<file path="config.mk">
export PLATFORM = sky130hd
export DESIGN_NAME = cdce_serial_in_flat
export DESIGN_NICKNAME = d
export VERILOG_FILES = /design/src/rtl/cdce_serial_in_if.sv /design/src/rtl/cdce_serial_in.sv /design/src/flat_wrapper.sv
export SDC_FILE = /design/constraint.sdc
export NUM_CORES = 1
export LEC_CHECK = 0
export ABC_AREA = 1
export CORE_MARGIN = 10
export CORE_UTILIZATION = 36
export CTS_BUF_LIST = sky130_fd_sc_hd__clkbuf_16
export CTS_CLUSTER_SIZE = 40
export DETAILED_ROUTE_END_ITERATION = 12
export PLACE_DENSITY_LB_ADDON = 0.3
export REMOVE_ABC_BUFFERS = 1
export SLEW_MARGIN = 20
export SYNTH_ARGS = -nofsm -noshare
export SYNTH_HDL_FRONTEND = slang
export SYNTH_SLANG_ARGS = --single-unit
</file>
<file path="constraint.sdc">
create_clock -name clk -period 1.6 [get_ports clk]
set_input_delay 0.48 -clock clk [delete_from_list [all_inputs] [get_ports clk]]
set_output_delay 0.48 -clock clk [all_outputs]
set_load 0.005 [all_outputs]
</file>
<file path="src/rtl/cdce_serial_in_if.sv">
// Handshake and serial bus bundle between the configuration sequencer,
// the CDCE readback receiver and the CDCE SPI pins.
interface cdce_serial_in_if #(
    parameter int WIDTH = 32
);
    logic             enable;
    logic             start_transaction;
    logic             miso;
    logic             cs_n;
    logic [WIDTH-1:0] parallel_output;
    logic             data_valid;
    logic             transaction_done;
    logic             busy;

    modport master (
        output enable,
        output start_transaction,
        output miso,
        input  cs_n,
        input  parallel_output,
        input  data_valid,
        input  transaction_done,
        input  busy
    );

    modport slave (
        input  enable,
        input  start_transaction,
        input  miso,
        output cs_n,
        output parallel_output,
        output data_valid,
        output transaction_done,
        output busy
    );
endinterface

</file>
<file path="src/rtl/cdce_serial_in.sv">
// CDCE SPI readback receiver: frames cs_n for WIDTH clocks, captures miso
// LSB-first and publishes the word with a single-cycle data_valid strobe.
module cdce_serial_in #(
    parameter int WIDTH    = 32,
    parameter int DEADTIME = 1
) (
    input  logic            clk,
    input  logic            reset_n,
    cdce_serial_in_if.slave bus
);
    localparam int CW = (WIDTH > 1) ? $clog2(WIDTH) : 1;
    localparam int DW = $clog2(DEADTIME + 1);
    localparam logic [CW-1:0] CNT_LAST  = CW'(WIDTH - 1);
    localparam logic [DW-1:0] DEAD_LAST = DW'(DEADTIME - 1);

    typedef enum logic [1:0] {
        ST_IDLE  = 2'd0,
        ST_SETUP = 2'd1,
        ST_SHIFT = 2'd2,
        ST_DELAY = 2'd3
    } state_t;

    state_t           state_r;
    logic [WIDTH-1:0] shreg_r;
    logic [CW-1:0]    bit_cnt_r;
    logic [DW-1:0]    dead_cnt_r;
    logic             cs_n_r;
    logic [WIDTH-1:0] parallel_output_r;
    logic             data_valid_r;
    logic             transaction_done_r;
    logic             busy_r;

    // Frame sequencer; every output is registered from the current state.
    always_ff @(posedge clk or negedge reset_n) begin
        if (!reset_n) begin
            state_r            <= ST_IDLE;
            shreg_r            <= '0;
            bit_cnt_r          <= CNT_LAST;
            dead_cnt_r         <= '0;
            cs_n_r             <= 1'b1;
            parallel_output_r  <= '0;
            data_valid_r       <= 1'b0;
            transaction_done_r <= 1'b0;
            busy_r             <= 1'b0;
        end else begin
            case (state_r)
                ST_IDLE: begin
                    cs_n_r             <= 1'b1;
                    data_valid_r       <= 1'b0;
                    busy_r             <= 1'b0;
                    transaction_done_r <= ~bus.start_transaction;
                    if (bus.start_transaction && bus.enable) begin
                        state_r <= ST_SETUP;
                    end else begin
                        state_r <= ST_IDLE;
                    end
                end
                ST_SETUP: begin
                    shreg_r            <= '0;
                    bit_cnt_r          <= CNT_LAST;
                    cs_n_r             <= 1'b0;
                    data_valid_r       <= 1'b0;
                    transaction_done_r <= 1'b0;
                    busy_r             <= 1'b1;
                    state_r            <= ST_SHIFT;
                end
                ST_SHIFT: begin
                    shreg_r            <= {bus.miso, shreg_r[WIDTH-1:1]};
                    bit_cnt_r          <= bit_cnt_r - CW'(1);
                    data_valid_r       <= 1'b0;
                    transaction_done_r <= 1'b0;
                    busy_r             <= 1'b1;
                    // Release cs_n on the last sample so it is low for exactly WIDTH clocks.
                    if (bit_cnt_r == CW'(0)) begin
                        cs_n_r     <= 1'b1;
                        dead_cnt_r <= DEAD_LAST;
                        state_r    <= ST_DELAY;
                    end else begin
                        cs_n_r     <= 1'b0;
                        state_r    <= ST_SHIFT;
                    end
                end
                ST_DELAY: begin
                    cs_n_r             <= 1'b1;
                    transaction_done_r <= 1'b0;
                    busy_r             <= 1'b1;
                    if (dead_cnt_r == DEAD_LAST) begin
                        parallel_output_r <= shreg_r;
                        data_valid_r      <= 1'b1;
                    end else begin
                        data_valid_r      <= 1'b0;
                    end
                    if (dead_cnt_r == DW'(0)) begin
                        state_r <= ST_IDLE;
                    end else begin
                        dead_cnt_r <= dead_cnt_r - DW'(1);
                        state_r    <= ST_DELAY;
                    end
                end
                default: begin
                    state_r            <= ST_IDLE;
                    cs_n_r             <= 1'b1;
                    data_valid_r       <= 1'b0;
                    transaction_done_r <= 1'b0;
                    busy_r             <= 1'b0;
                end
            endcase
        end
    end

    assign bus.cs_n             = cs_n_r;
    assign bus.parallel_output  = parallel_output_r;
    assign bus.data_valid       = data_valid_r;
    assign bus.transaction_done = transaction_done_r;
    assign bus.busy             = busy_r;
endmodule
</file>
<file path="src/flat_wrapper.sv">
// flat-port wrapper written by rule: the top's interface ports become plain ports
module cdce_serial_in_flat 
#(
    parameter int WIDTH    = 32,
    parameter int DEADTIME = 1
)
  (clk, reset_n, bus_enable, bus_start_transaction, bus_miso, bus_cs_n, bus_parallel_output, bus_data_valid, bus_transaction_done, bus_busy);
  cdce_serial_in_if #(.WIDTH(WIDTH)) bus_i ();
  input  logic clk;
  input  logic reset_n;
  input wire logic [$bits(bus_i.enable)-1:0] bus_enable;
  input wire logic [$bits(bus_i.start_transaction)-1:0] bus_start_transaction;
  input wire logic [$bits(bus_i.miso)-1:0] bus_miso;
  output wire logic [$bits(bus_i.cs_n)-1:0] bus_cs_n;
  output wire logic [$bits(bus_i.parallel_output)-1:0] bus_parallel_output;
  output wire logic [$bits(bus_i.data_valid)-1:0] bus_data_valid;
  output wire logic [$bits(bus_i.transaction_done)-1:0] bus_transaction_done;
  output wire logic [$bits(bus_i.busy)-1:0] bus_busy;
  assign bus_i.enable = bus_enable;
  assign bus_i.start_transaction = bus_start_transaction;
  assign bus_i.miso = bus_miso;
  assign bus_cs_n = bus_i.cs_n;
  assign bus_parallel_output = bus_i.parallel_output;
  assign bus_data_valid = bus_i.data_valid;
  assign bus_transaction_done = bus_i.transaction_done;
  assign bus_busy = bus_i.busy;
  cdce_serial_in #(.WIDTH(WIDTH), .DEADTIME(DEADTIME)) u_core (.clk(clk), .reset_n(reset_n), .bus(bus_i));
endmodule
</file>
==> results.json <==
{
  "status": "completed",
  "grt_max_degree": 38,
  "antennaDiodeCount": 0,
  "criticalPathCategory": "flip-flop to output port",
  "drv_slew": 0,
  "critical_path_arrival_ns": 1.05,
  "cp_max_fo": 1,
  "gr-usage-met2": 0.129,
  "skew_ns": 0.00433,
  "maxCapViolations": 0,
  "required_ns": 1.12,
  "num_io_pins": 41,
  "clock-root-buffer": "clkbuf_16",
  "grtUsageTotal": 0.0936,
  "fin_crit_sh": 0.959,
  "endpoint_kind": "output port",
  "drive_gt1_frac": 0.223,
  "worst-path-buf-inv": 1,
  "via_per_inst": 4.58,
  "synth_seq_area_share": 0.624,
  "max-vdd-ir-drop_mv": 0.743,
  "antenna_found_initial": 0,
  "final_cell_mix": "69 x dfrtp_1, 40 x inv_1, 36 x nor2_1, 36 x dlygate4sd2_1, 33 x a21oi_1",
  "cpMaxStageDelayCell": "dfstp_2",
  "use_met1": 0.120,
  "drt_iter0_drc": 70,
  "grt-busiest-layer": "met2",
  "cts-htree-levels": 3,
  "antenna_left": 0,
  "rsz0062_at_grt": "false",
  "ys_types": 20,
  "dr.pass1.iters": 4,
  "grt_pass1_vias": 1902,
  "core-area_sq_um": 8180,
  "critPathMaxStageDelay_ns": 0.50,
  "max-slew-margin-rel": 0.778,
  "vias": 1897,
  "port_buffers": 40,
  "clock_latency_ns": 0.33,
  "grt_pass1_wl_mm": 9.55,
  "finalSetupViolCount": 0,
  "cts_tree": "built",
  "ys_ff_latch": 75,
  "use_met3": 0.0370,
  "ys_warn_count": 0,
  "max_freq_mhz": 652,
  "area_growth_pct": 26.5,
  "finalCriticalPeriod_ns": 1.53,
  "critPathLaunchType": "flip-flop",
  "cp_cell_sequence": "dlygate4sd2_1",
  "wl_mm": 5.49,
  "fp.dieArea_sq_um": 12500,
  "nets": 314,
  "hold_class": "primary input to async pin",
  "fp-row-count": 33,
  "die_h_um": 112,
  "final_common_cell": "dfrtp_1",
  "die_w_um": 112,
  "crit_family": "flip-flops",
  "p_leak_uw": 0.00173,
  "clockBufferDepth": 2,
  "remaining_drc_errors": 0,
  "dpl.hpwl_mm": 3.73,
  "clock-sinks": 75,
  "tightest_slew_ns": 0.333,
  "initial_utilization": 0.370,
  "syn_inst": 258,
  "grt_overflow": 0,
  "whs_ns": 0.0466,
  "avgRoutedWirePerCell_um": 13.3,
  "gp_congestion": 0.694,
  "avgSynthCellArea_sq_um": 11.7,
  "nFillCells": 758,
  "cts_made_buffers": 9,
  "r2r_slack_ns": 0.17,
  "clk_pin_slew_worst_paths_ns": 0.06,
  "power.density_nw_per_um2": 1920,
  "synthesis.area_sq_um": 3020,
  "utilization": 0.467,
  "finalHoldViolCount": 0
}
timing repair:
item / 4_1_cts / 5_1_grt
setup buffers: 0 / 0
endpoints found under the hold margin: 0 / 0
hold buffers: 0 / 0
endpoints found under the setup margin: 36 / 2
gates resized for setup: 36 / 1
sequential cells by signal, summed over array words and instances, names as in the netlist:
register	flops
u_core.bit_cnt_r	5
u_core.bus.busy	1
u_core.bus.cs_n	1
u_core.bus.data_valid	1
u_core.bus.parallel_output	32
u_core.bus.transaction_done	1
u_core.shreg_r	32
u_core.state_r	2
synthesized netlist by cell type, drive strengths merged:
master / number / area, sq um
o21ai: 4 / 20.0
nand2: 11 / 51.3
nand4: 1 / 6.26
dfrtp: 69 / 1730
ha: 5 / 62.6
dfstp: 6 / 158
inv: 41 / 154
buf: 14 / 116
a21oi: 33 / 165
nor2: 38 / 148
o22ai: 30 / 375
a22oi: 1 / 7.51
mux2: 1 / 11.3
nand3: 4 / 20.0
power by group:
group	total (uW)	leakage [uW]	switching (uW)	internal [uW]
registers	2790	0.000945	267	2520
clock network	2160	0.000158	784	1370
logic	2390	0.000627	1330	1060
per-stage QoR:
stage                     worst slack, ns  cell area, sq um  setup TNS (ns)  power (uW)  instances
final                              0.0659              3820               0        7340        414
after global routing               0.0331              3820               0        7850        414
after CTS                          0.0425              3810               0        7460        414
after detailed placement            0.103              3530               0        5580        398
after global placement              0.132              3530               0        5540        398
after floorplan                    -0.964              2910          -40.60        4110        244
layer usage:
| layer | wire length [um] | part of all wire | up-vias |
|---|---|---|---|
| met2 | 2390 | 0.44 | 36 |
| met4 | 106 | 0.019 | 0 |
| met3 | 338 | 0.062 | 11 |
| met1 | 2650 | 0.48 | 918 |
| li1 | - | - | 932 |
| met5 | 0 | 0 | - |
kinds of logic (layout without fill, tap and decap cells):
kind of cell,count (synthesis),count (layout),synth area share
multiplexers,1,1,0.00373
buffers and inverters,55,106,0.0894
adder cells (fa/ha/maj),5,5,0.0207
AO/OA/AOI/OAI,68,68,0.188
flip-flops,75,75,0.624
AND/OR/NAND/NOR,54,54,0.0745
final timing paths:
| check | start | endpoint | cells after the start |
|---|---|---|---|
| setup / recovery | u_core.bus.cs_n | bus_cs_n | 1 |
| hold / removal | reset_n | u_core.state_r[0] | 1 |
| setup reg to reg | u_core.state_r[0] | u_core.shreg_r[27] | 5 |
| hold reg to reg | u_core.bit_cnt_r[4] | u_core.bit_cnt_r[4] | 2 |
| max in group asynchronous | reset_n | u_core.bus.parallel_output[31] | 2 |
| min in group clk | u_core.bit_cnt_r[4] | u_core.bit_cnt_r[4] | 2 |
cell type report:
type / count / area, sq um / share of cell area
clock inverter: 7 / 98.8 / 0.0259
clock buffer: 9 / 225 / 0.0589
inverter: 41 / 154 / 0.0403
timing repair buffer: 49 / 445 / 0.117
tap: 105 / 131 / 0.0344
sequential: 75 / 1880 / 0.493
multi-input combinational: 128 / 882 / 0.231
Power figures use the tool's default switching activity.
